===== config.mk =====
export PLATFORM = sky130hd
export DESIGN_NAME = bus_arbiter_rr_flat
export DESIGN_NICKNAME = d
export VERILOG_FILES = /design/src/rtl/bus_arbiter_rr_if.sv /design/src/rtl/bus_arbiter_rr.sv /design/src/flat_wrapper.sv
export SDC_FILE = /design/constraint.sdc
export NUM_CORES = 1
export LEC_CHECK = 0
export CORE_AREA = 3 3 147 149
export CTS_BUF_LIST = sky130_fd_sc_hd__clkbuf_4
export CTS_CLUSTER_DIAMETER = 120
export DETAILED_ROUTE_END_ITERATION = 16
export DIE_AREA = 0 0 150 152
export GPL_TIMING_DRIVEN = 1
export HOLD_SLACK_MARGIN = 0.12
export PLACE_DENSITY = 0.65
export SLEW_MARGIN = 30
export SYNTH_ARGS = -nofsm -noshare
export SYNTH_HDL_FRONTEND = slang
export SYNTH_SLANG_ARGS = --single-unit

===== constraint.sdc =====
create_clock -name clk -period 7.8 [get_ports clk]
set_input_delay 0.78 -clock clk [delete_from_list [all_inputs] [get_ports clk]]
set_output_delay 0.78 -clock clk [all_outputs]
set_load 0.02 [all_outputs]

===== src/rtl/bus_arbiter_rr_if.sv =====
// Bus-arbiter handshake bundle: per-source requests in, registered grant/encoding out.
// The master modport belongs to the requesting side; the slave modport belongs to the arbiter.
interface bus_arbiter_rr_if #(
    parameter int unsigned NUM_REQ = 24,
    parameter int unsigned CODE_W  = 5
);
    logic [NUM_REQ-1:0] req;
    logic [NUM_REQ-1:0] grant;
    logic [CODE_W-1:0]  bus_code;
    logic               bus_valid;
    logic               timeout;

    modport master (
        output req,
        input  grant, bus_code, bus_valid, timeout
    );

    modport slave (
        input  req,
        output grant, bus_code, bus_valid, timeout
    );
endinterface


===== src/rtl/bus_arbiter_rr.sv =====
// Round-robin CPU-bus source arbiter: registered one-hot grant, one dead cycle between owners.
// Define BUS_ARB_TIMEOUT_EN to enforce MAX_HOLD with a one-cycle timeout pulse on forced release.
module bus_arbiter_rr #(
    parameter int unsigned NUM_REQ  = 24,
    parameter int unsigned CODE_W   = 5,
    parameter int unsigned MAX_HOLD = 16
) (
    input  logic             clk,
    input  logic             clear_n,
    bus_arbiter_rr_if.slave  bus
);

    if ((1 << CODE_W) < NUM_REQ) begin : g_bad_code_w
        $error("CODE_W too narrow for NUM_REQ");
    end
    if (MAX_HOLD < 2 || MAX_HOLD > 255) begin : g_bad_max_hold
        $error("MAX_HOLD outside 2..255");
    end

    typedef enum logic [1:0] {
        IDLE,
        OWN,
        TURN
    } state_e;

    state_e             state_q, state_d;
    logic [NUM_REQ-1:0] grant_q, grant_d;
    logic [CODE_W-1:0]  code_q,  code_d;
    logic [CODE_W-1:0]  ptr_q,   ptr_d;
    logic               valid_q, valid_d;

    logic               win_found;
    logic [CODE_W-1:0]  win_idx;
    logic               hold_hit;

`ifdef BUS_ARB_TIMEOUT_EN
    logic [7:0] hold_q, hold_d;
    logic       timeout_q, timeout_d;

    assign hold_hit = (hold_q >= 8'(MAX_HOLD - 1));
`else
    assign hold_hit = 1'b0;
`endif

    // Search upward from ptr+1, wrapping, so the last winner has lowest priority.
    always_comb begin
        int unsigned idx;
        logic [CODE_W-1:0] sel;
        idx       = 0;
        sel       = '0;
        win_found = 1'b0;
        win_idx   = '0;
        for (int unsigned off = 1; off <= NUM_REQ; off++) begin
            idx = 32'(ptr_q) + off;
            if (idx >= NUM_REQ) begin
                idx = idx - NUM_REQ;
            end
            sel = CODE_W'(idx);
            if (!win_found && bus.req[sel]) begin
                win_found = 1'b1;
                win_idx   = sel;
            end
        end
    end

    always_comb begin
        state_d = state_q;
        grant_d = grant_q;
        code_d  = code_q;
        valid_d = valid_q;
        ptr_d   = ptr_q;
`ifdef BUS_ARB_TIMEOUT_EN
        hold_d    = hold_q;
        timeout_d = 1'b0;
`endif
        unique case (state_q)
            IDLE, TURN: begin
                if (win_found) begin
                    grant_d = NUM_REQ'(1) << win_idx;
                    code_d  = win_idx;
                    valid_d = 1'b1;
                    ptr_d   = win_idx;
                    state_d = OWN;
`ifdef BUS_ARB_TIMEOUT_EN
                    hold_d  = '0;
`endif
                end else begin
                    state_d = IDLE;
                end
            end
            OWN: begin
                if (!bus.req[code_q] || hold_hit) begin
                    grant_d = '0;
                    code_d  = '0;
                    valid_d = 1'b0;
                    state_d = TURN;
`ifdef BUS_ARB_TIMEOUT_EN
                    timeout_d = bus.req[code_q] && hold_hit;
`endif
                end
`ifdef BUS_ARB_TIMEOUT_EN
                if (hold_q < 8'(MAX_HOLD - 1)) begin
                    hold_d = hold_q + 8'd1;
                end
`endif
            end
            default: begin
                state_d = IDLE;
                grant_d = '0;
                code_d  = '0;
                valid_d = 1'b0;
            end
        endcase
    end

    always_ff @(posedge clk or negedge clear_n) begin
        if (!clear_n) begin
            state_q <= IDLE;
            grant_q <= '0;
            code_q  <= '0;
            valid_q <= 1'b0;
            ptr_q   <= CODE_W'(NUM_REQ - 1);
        end else begin
            state_q <= state_d;
            grant_q <= grant_d;
            code_q  <= code_d;
            valid_q <= valid_d;
            ptr_q   <= ptr_d;
        end
    end

`ifdef BUS_ARB_TIMEOUT_EN
    always_ff @(posedge clk or negedge clear_n) begin
        if (!clear_n) begin
            hold_q    <= '0;
            timeout_q <= 1'b0;
        end else begin
            hold_q    <= hold_d;
            timeout_q <= timeout_d;
        end
    end

    assign bus.timeout = timeout_q;
`else
    assign bus.timeout = 1'b0;
`endif

    assign bus.grant     = grant_q;
    assign bus.bus_code  = code_q;
    assign bus.bus_valid = valid_q;

endmodule


===== src/flat_wrapper.sv =====
// flat-port wrapper written by rule: the top's interface ports become plain ports
module bus_arbiter_rr_flat 
#(
    parameter int unsigned NUM_REQ  = 24,
    parameter int unsigned CODE_W   = 5,
    parameter int unsigned MAX_HOLD = 16
)
  (clk, clear_n, bus_req, bus_grant, bus_bus_code, bus_bus_valid, bus_timeout);
  bus_arbiter_rr_if #(.NUM_REQ(NUM_REQ), .CODE_W(CODE_W)) bus_i ();
  input  logic clk;
  input  logic clear_n;
  input wire logic [$bits(bus_i.req)-1:0] bus_req;
  output wire logic [$bits(bus_i.grant)-1:0] bus_grant;
  output wire logic [$bits(bus_i.bus_code)-1:0] bus_bus_code;
  output wire logic [$bits(bus_i.bus_valid)-1:0] bus_bus_valid;
  output wire logic [$bits(bus_i.timeout)-1:0] bus_timeout;
  assign bus_i.req = bus_req;
  assign bus_grant = bus_i.grant;
  assign bus_bus_code = bus_i.bus_code;
  assign bus_bus_valid = bus_i.bus_valid;
  assign bus_timeout = bus_i.timeout;
  bus_arbiter_rr #(.NUM_REQ(NUM_REQ), .CODE_W(CODE_W), .MAX_HOLD(MAX_HOLD)) u_core (.clk(clk), .clear_n(clear_n), .bus(bus_i));
endmodule

-- Word-level counts from Yosys, hierarchy flattened
Cells that the tools add are included.
- bits in registers: 37
- input bits: 26
- output and inout port bits: 31
- word-level logic and storage cells: 291
- add/subtract/negate cells: 48
- magnitude comparators: 49
- eq/ne operators: 4
- shifts and indexed selects: 1
- multiplexer cells: 134
- reduce and logical (&&, ||, !) cells: 50
- operators by type and width (operator ; count):
    5-bit two-way mux ; 50
    5-bit by 6-bit less-than comparator with 1-bit output (second input constant) ; 25
    6-bit by 5-bit >= comparator with 1-bit output (second input constant) ; 24
    1-bit binary-select mux with 5-bit select ; 25
    5-bit subtractor (second input constant) ; 24
    5-bit by 5-bit adder with 6-bit output (second input constant) ; 9
    1-bit two-way mux ; 52
    5-bit by 4-bit adder with 6-bit output (second input constant) ; 8
    24-bit two-way mux ; 2
    24-bit one-hot mux with 2 select lines ; 1
    5-bit by 3-bit adder with 6-bit output (second input constant) ; 4
    1-bit by 5-bit << shifter with 24-bit output (first input constant) ; 1
    1-bit logical AND ; 23
    1-bit logical NOT ; 23
    5-bit by 2-bit adder with 6-bit output (second input constant) ; 2
    5-bit one-hot mux with 2 select lines ; 1
    5-bit by 1-bit adder with 6-bit output (second input constant) ; 1
    2-bit one-hot mux with 2 select lines ; 1
    2-bit AND reduction ; 2
    2-bit by 1-bit equality test with 1-bit output (second input constant) ; 1
    2-bit equality test (second input constant) ; 1
    2-bit logical NOT ; 1
    2-bit two-way mux ; 1
    2-bit by 1-bit inequality test with 1-bit output (second input constant) ; 1
    3 further kinds ; 3

-- Logic depth before layout (Yosys ltp)
- depth in word-level cells: 78
- depth in mapped cells: 25
- mapped depth without buffers: 19

-- Worst setup path before layout
OpenSTA, ideal clock, no wires.
- kind: register -> register
- from: reg u_core.ptr_q[2]
- to: reg u_core.grant_q[22], in the netlist u_core.bus.grant[22]
- library setup time: 121 ps
- arrival: 5468 ps
- data required time: 7679 ps
- slack: 2211 ps
- stages on the path, launching flop included: 24
- buffers on the path: 5
- period minus slack after synthesis: 5589 ps
- path through: dfstp_2 -> buf_6 -> buf_4 -> buf_2 -> clkbuf_1 -> inv_1 -> ha_1 -> a21boi_0 -> xnor2_1 -> inv_1 -> ha_1 -> and3b_1 -> nor4_1 -> a21oi_1 -> o211ai_1 -> nand2_1 -> nor3_2 -> nor4b_4 -> buf_4 -> o21ai_1 -> a2111oi_4 -> nor2_4 -> and2_1 -> a22o_1
- word-level cells in the longest chain between the ends: 78
- elaborated cells between the ends (all ways): 243
- those cells by class: add/sub (48); order compare (24); eq/ne (1); shift (1); mux (122); reduce/logical (47)
- ends and longest elaborated chain (what ; RTL line ; source):
    start: declaration ; bus_arbiter_rr.sv:29 ; logic [CODE_W-1:0] ptr_q, ptr_d;
    start signal: assignment ; bus_arbiter_rr.sv:122 ; ptr_q <= CODE_W'(NUM_REQ - 1);
    start signal: assignment ; bus_arbiter_rr.sv:128 ; ptr_q <= ptr_d;
    5-bit by 1-bit adder with 6-bit output ; bus_arbiter_rr.sv:54 ; idx = 32'(ptr_q) + off;
    5-bit subtractor / 6-bit by 5-bit >= comparator with 1-bit output (equally long branches) ; bus_arbiter_rr.sv:56, bus_arbiter_rr.sv:55 ;
    5-bit two-way mux ; bus_arbiter_rr.sv:55 ; if (idx >= NUM_REQ) begin
    1-bit binary-select mux with 5-bit select ; bus_arbiter_rr.sv:59 ; if (!win_found && bus.req[sel]) begin
    1-bit two-way mux (implied by the code) ; bus_arbiter_rr.sv:59 ;
    1-bit two-way mux ; bus_arbiter_rr.sv:59 ;
    1-bit logical NOT ; bus_arbiter_rr.sv:59 ;
    1-bit logical AND ; bus_arbiter_rr.sv:59 ;
    [62 not listed] ; - ;
    1-bit logical AND ; bus_arbiter_rr.sv:59 ;
    1-bit two-way mux ; bus_arbiter_rr.sv:59 ;
    1-bit logical NOT ; bus_arbiter_rr.sv:59 ;
    1-bit logical AND ; bus_arbiter_rr.sv:59 ;
    5-bit two-way mux ; bus_arbiter_rr.sv:59 ;
    1-bit by 5-bit << shifter with 24-bit output ; bus_arbiter_rr.sv:79 ; grant_d = NUM_REQ'(1) << win_idx;
    24-bit two-way mux ; bus_arbiter_rr.sv:78 ; if (win_found) begin
    24-bit one-hot mux with 2 select lines ; bus_arbiter_rr.sv:76 ; unique case (state_q)
    end signal: assignment ; bus_arbiter_rr.sv:125 ; grant_q <= grant_d;
    end: declaration ; bus_arbiter_rr.sv:27 ; logic [NUM_REQ-1:0] grant_q, grant_d;
Parallel ways exist; a longest one is shown, timed or not. The select of a mux whose other input is x is not followed.
A chain may end at the register's enable or synchronous reset.

-- Worst setup path after layout
- from: reg u_core.ptr_q[1]
- to: reg u_core.grant_q[19], in the netlist u_core.bus.grant[19]
The elaborated chain is that of the path after synthesis.

==> metrics <==
pre-CTS setup slack=1390 ps; final setup fails=0; post-route ant nets=0; Mapped Area=between 0.008 and 0.009 sq mm; initial core utilization=40.1%; Layout Nets=1057; EDFF count, synth=0; Core Footprint=0.0203 sq mm; # hold bufs at CTS=0; worst-path cell chain=buf_4 > ha_1 > xnor2_1 > inv_1 > ha_1 > nand3b_1 > a31oi_1 > a41oi_1 > mux2_2 > a21oi_1 > buf_4 > nand4b_1 > nor4_1 > nand2_2 > nand4bb_1 > nand2b_1 > nand2b_1 > nor3_2 > a32o_1; min cycle time layout=6710 ps; Syn Inst Count=992; antenna violations before repair=0; DRC viols=0; ys async rst share=100%; hold crit path type=flop to flop; status=finished clean; Total Wirelength=approximately 31 mm; delay-heaviest family, CP=simple AND/OR/NAND/NOR gates; CTS root buffer=clkbuf_4; dpl cells=1269; CP peak stage delay=roughly 820 ps; clk_skew=around 12 ps; syn_nets=1043; HPWL Detailed=around 24 mm; DR iter-0 viols=1100; RSZ-0062 raised after global routing=false; end-of-flow core utilization=43.9%; Worst Max-Slew Pin Slew=1000 ps; Period Utilization, post-route=86.0%; full die area=0.0228 sq mm; most frequent cells in the layout=nand2_1, mux2i_1, nor2_1; Data arrival, critical path=a little under 7000 ps; Max-cap violations=0; Worst setup SP type=flop; # IOs=57; Final Max Slew Viols=0; clk slew on worst S/H paths=roughly 110 ps; Final Hold Vio Count=0; clock sink total=37; Fmax=0.149 GHz; CP bufs+invs=3; CTS tree=yes; RD Place Congestion=1.04; post-route setup TNS=0 ps; port bufs=55; Max stage delay cell, worst path=dfstp_2; gr ovfl total=0; Resized Gates After CTS=0; vias in the first global route=8228; Yosys reg bits=37; GRT Util Overall=26.5%; CP Class=flop to flop; crit end category=flop; Num CTS Buffers=5; Synth cell types=roughly 110; top_reg_cell synth=dfrtp_1; Detailed Routing Iterations Pass 1=6; vias per cell=6.88; clk_lat worst skew=~340 ps; Die Wd=150 um; DR WL/cell=~24 um; worst endpoint required time=8030 ps; layout cells sized above 1=14.8%; first-pass GRT wire length=48.6 mm; Syn-to-layout area delta=9.51%; Die Y-Extent=152 um; worst rel slew slack=32.6%; H-tree depth=2; worst setup margin=between 1000 and 1500 ps; postcts setup bufs=0; fillcell total=2066; vias=8782; Bufs on Longest Clock Path=2; # rows=52; Crit Path Max Fanout=16; maximum number of pins on one net before global-route repair=54; Syn. warnings=0; Antenna diodes=0; Non-Filler Instances=1277; most common cell after layout, fill and taps aside=nand2_1; Seq/Total Area, Yosys=11.4%; syn avg cell area=8.20 sq um
-- sequential cells by signal, indices dropped and copies added, names as in the netlist --
name,flops
u_core.bus.grant,24
u_core.bus.bus_code,5
u_core.state_q,2
u_core.bus.bus_valid,1
u_core.ptr_q,5
-- layout make-up --
type	instances	area (sq um)	area share, %
Clock inverter	2	33.8	0.379
Inverter	31	116	1.31
Tap cell	270	338	3.79
Clock buffer	6	45.0	0.506
Sequential cell	37	931	10.5
Timing Repair Buffer	76	703	7.90
Multi-Input combinational cell	855	6740	75.7
-- worst reg2reg max path, cell delays in order (launching register included) --
cell,delay [ps]
dfstp_2,820
buf_4,330
ha_1,620
xnor2_1,390
inv_1,260
ha_1,280
nand3b_1,150
a31oi_1,110
a41oi_1,390
mux2_2,230
a21oi_1,150
buf_4,250
nand4b_1,250
nor4_1,590
nand2_2,260
nand4bb_1,330
nand2b_1,530
nand2b_1,280
nor3_2,90
a32o_1,280
-- worst paths after layout --
| check | to | slack (ps) | from | cells after the start |
|---|---|---|---|---|
| setup reg to reg | u_core.bus.grant[19] | 1090 | u_core.ptr_q[1] | 19 |
| max in group asynchronous | u_core.bus.grant[11] | 6770 | clear_n | 1 |
| hold reg to reg | u_core.state_q[1] | 430 | u_core.state_q[1] | 1 |
| min in group asynchronous | u_core.bus.grant[1] | 510 | clear_n | 1 |
| setup / recovery | u_core.bus.grant[19] | 1090 | u_core.ptr_q[1] | 19 |
| hold / removal | u_core.state_q[1] | 430 | u_core.state_q[1] | 1 |
-- cells by family (layout without fill, tap and decap cells) --
group | count (synthesis) | count (layout) | share of synthesized area, %
compound gates | 332 | 332 | 30.6
xor+xnor | 28 | 28 | 3.63
fa+ha+maj | 25 | 25 | 3.85
buf+inv | 100 | 115 | 6.14
flops | 37 | 37 | 11.4
mux | 120 | 120 | 20.3
other cells | 1 | 1 | 0.0461
simple gates | 349 | 349 | 23.9
-- cells in the mapped netlist (6+ instances only) --
cell | number | area, sq um
a21boi_0 | 8 | 60.1
nand3_1 | 27 | 135
nor2b_1 | 6 | 37.5
a21o_1 | 11 | 82.6
a211o_1 | 6 | 52.6
dfrtp_1 | 33 | 826
xnor2_1 | 19 | 166
buf_4 | 9 | 67.6
nand3b_1 | 12 | 90.1
buf_6 | 10 | 113
nand4_1 | 9 | 56.3
mux2i_1 | 64 | 641
a2bb2oi_1 | 7 | 61.3
o22ai_1 | 10 | 62.6
a211oi_1 | 14 | 105
nand2b_1 | 10 | 62.6
nand2_1 | 91 | 342
buf_2 | 12 | 60.1
nor3_2 | 6 | 60.1
a22o_1 | 17 | 149
mux4_2 | 34 | 766
a32o_1 | 9 | 90.1
a31oi_1 | 16 | 100
o21ai_0 | 43 | 215
or2_2 | 8 | 50.1
ha_1 | 25 | 313
a21oi_1 | 60 | 300
o31ai_1 | 10 | 75.1
nor2_1 | 62 | 233
and3_1 | 16 | 100
mux2_2 | 17 | 191
or3_1 | 11 | 68.8
nor3_1 | 22 | 110
and3b_1 | 6 | 52.6
o211ai_1 | 20 | 150
inv_1 | 27 | 101
and2_1 | 12 | 75.1
clkbuf_1 | 32 | 120
nor4_1 | 15 | 93.8
o211a_1 | 6 | 60.1
buf_1 | 6 | 22.5
-- layer usage --
layer | GRT usage, % | vias up | routed length, um
li1 | - | 3935 | -
met1 | 38.4 | 4232 | 13200
met2 | 38.9 | 529 | 13600
met3 | 5.06 | 86 | 3180
met4 | 9.98 | 0 | 1250
met5 | 0 | - | 0
-- metrics by stage --
stage	hold slack (ps)	area, sq um
6_report	428	8900
5_1_grt	451	8900
4_1_cts	433	8900
3_5_place_dp	417	8820
3_3_place_gp	407	8800
2_1_floorplan	398	8130
Power is left out: the tool's default activity adds up to more than one toggle a clock period on the data nets, which glitch-free logic cannot reach.
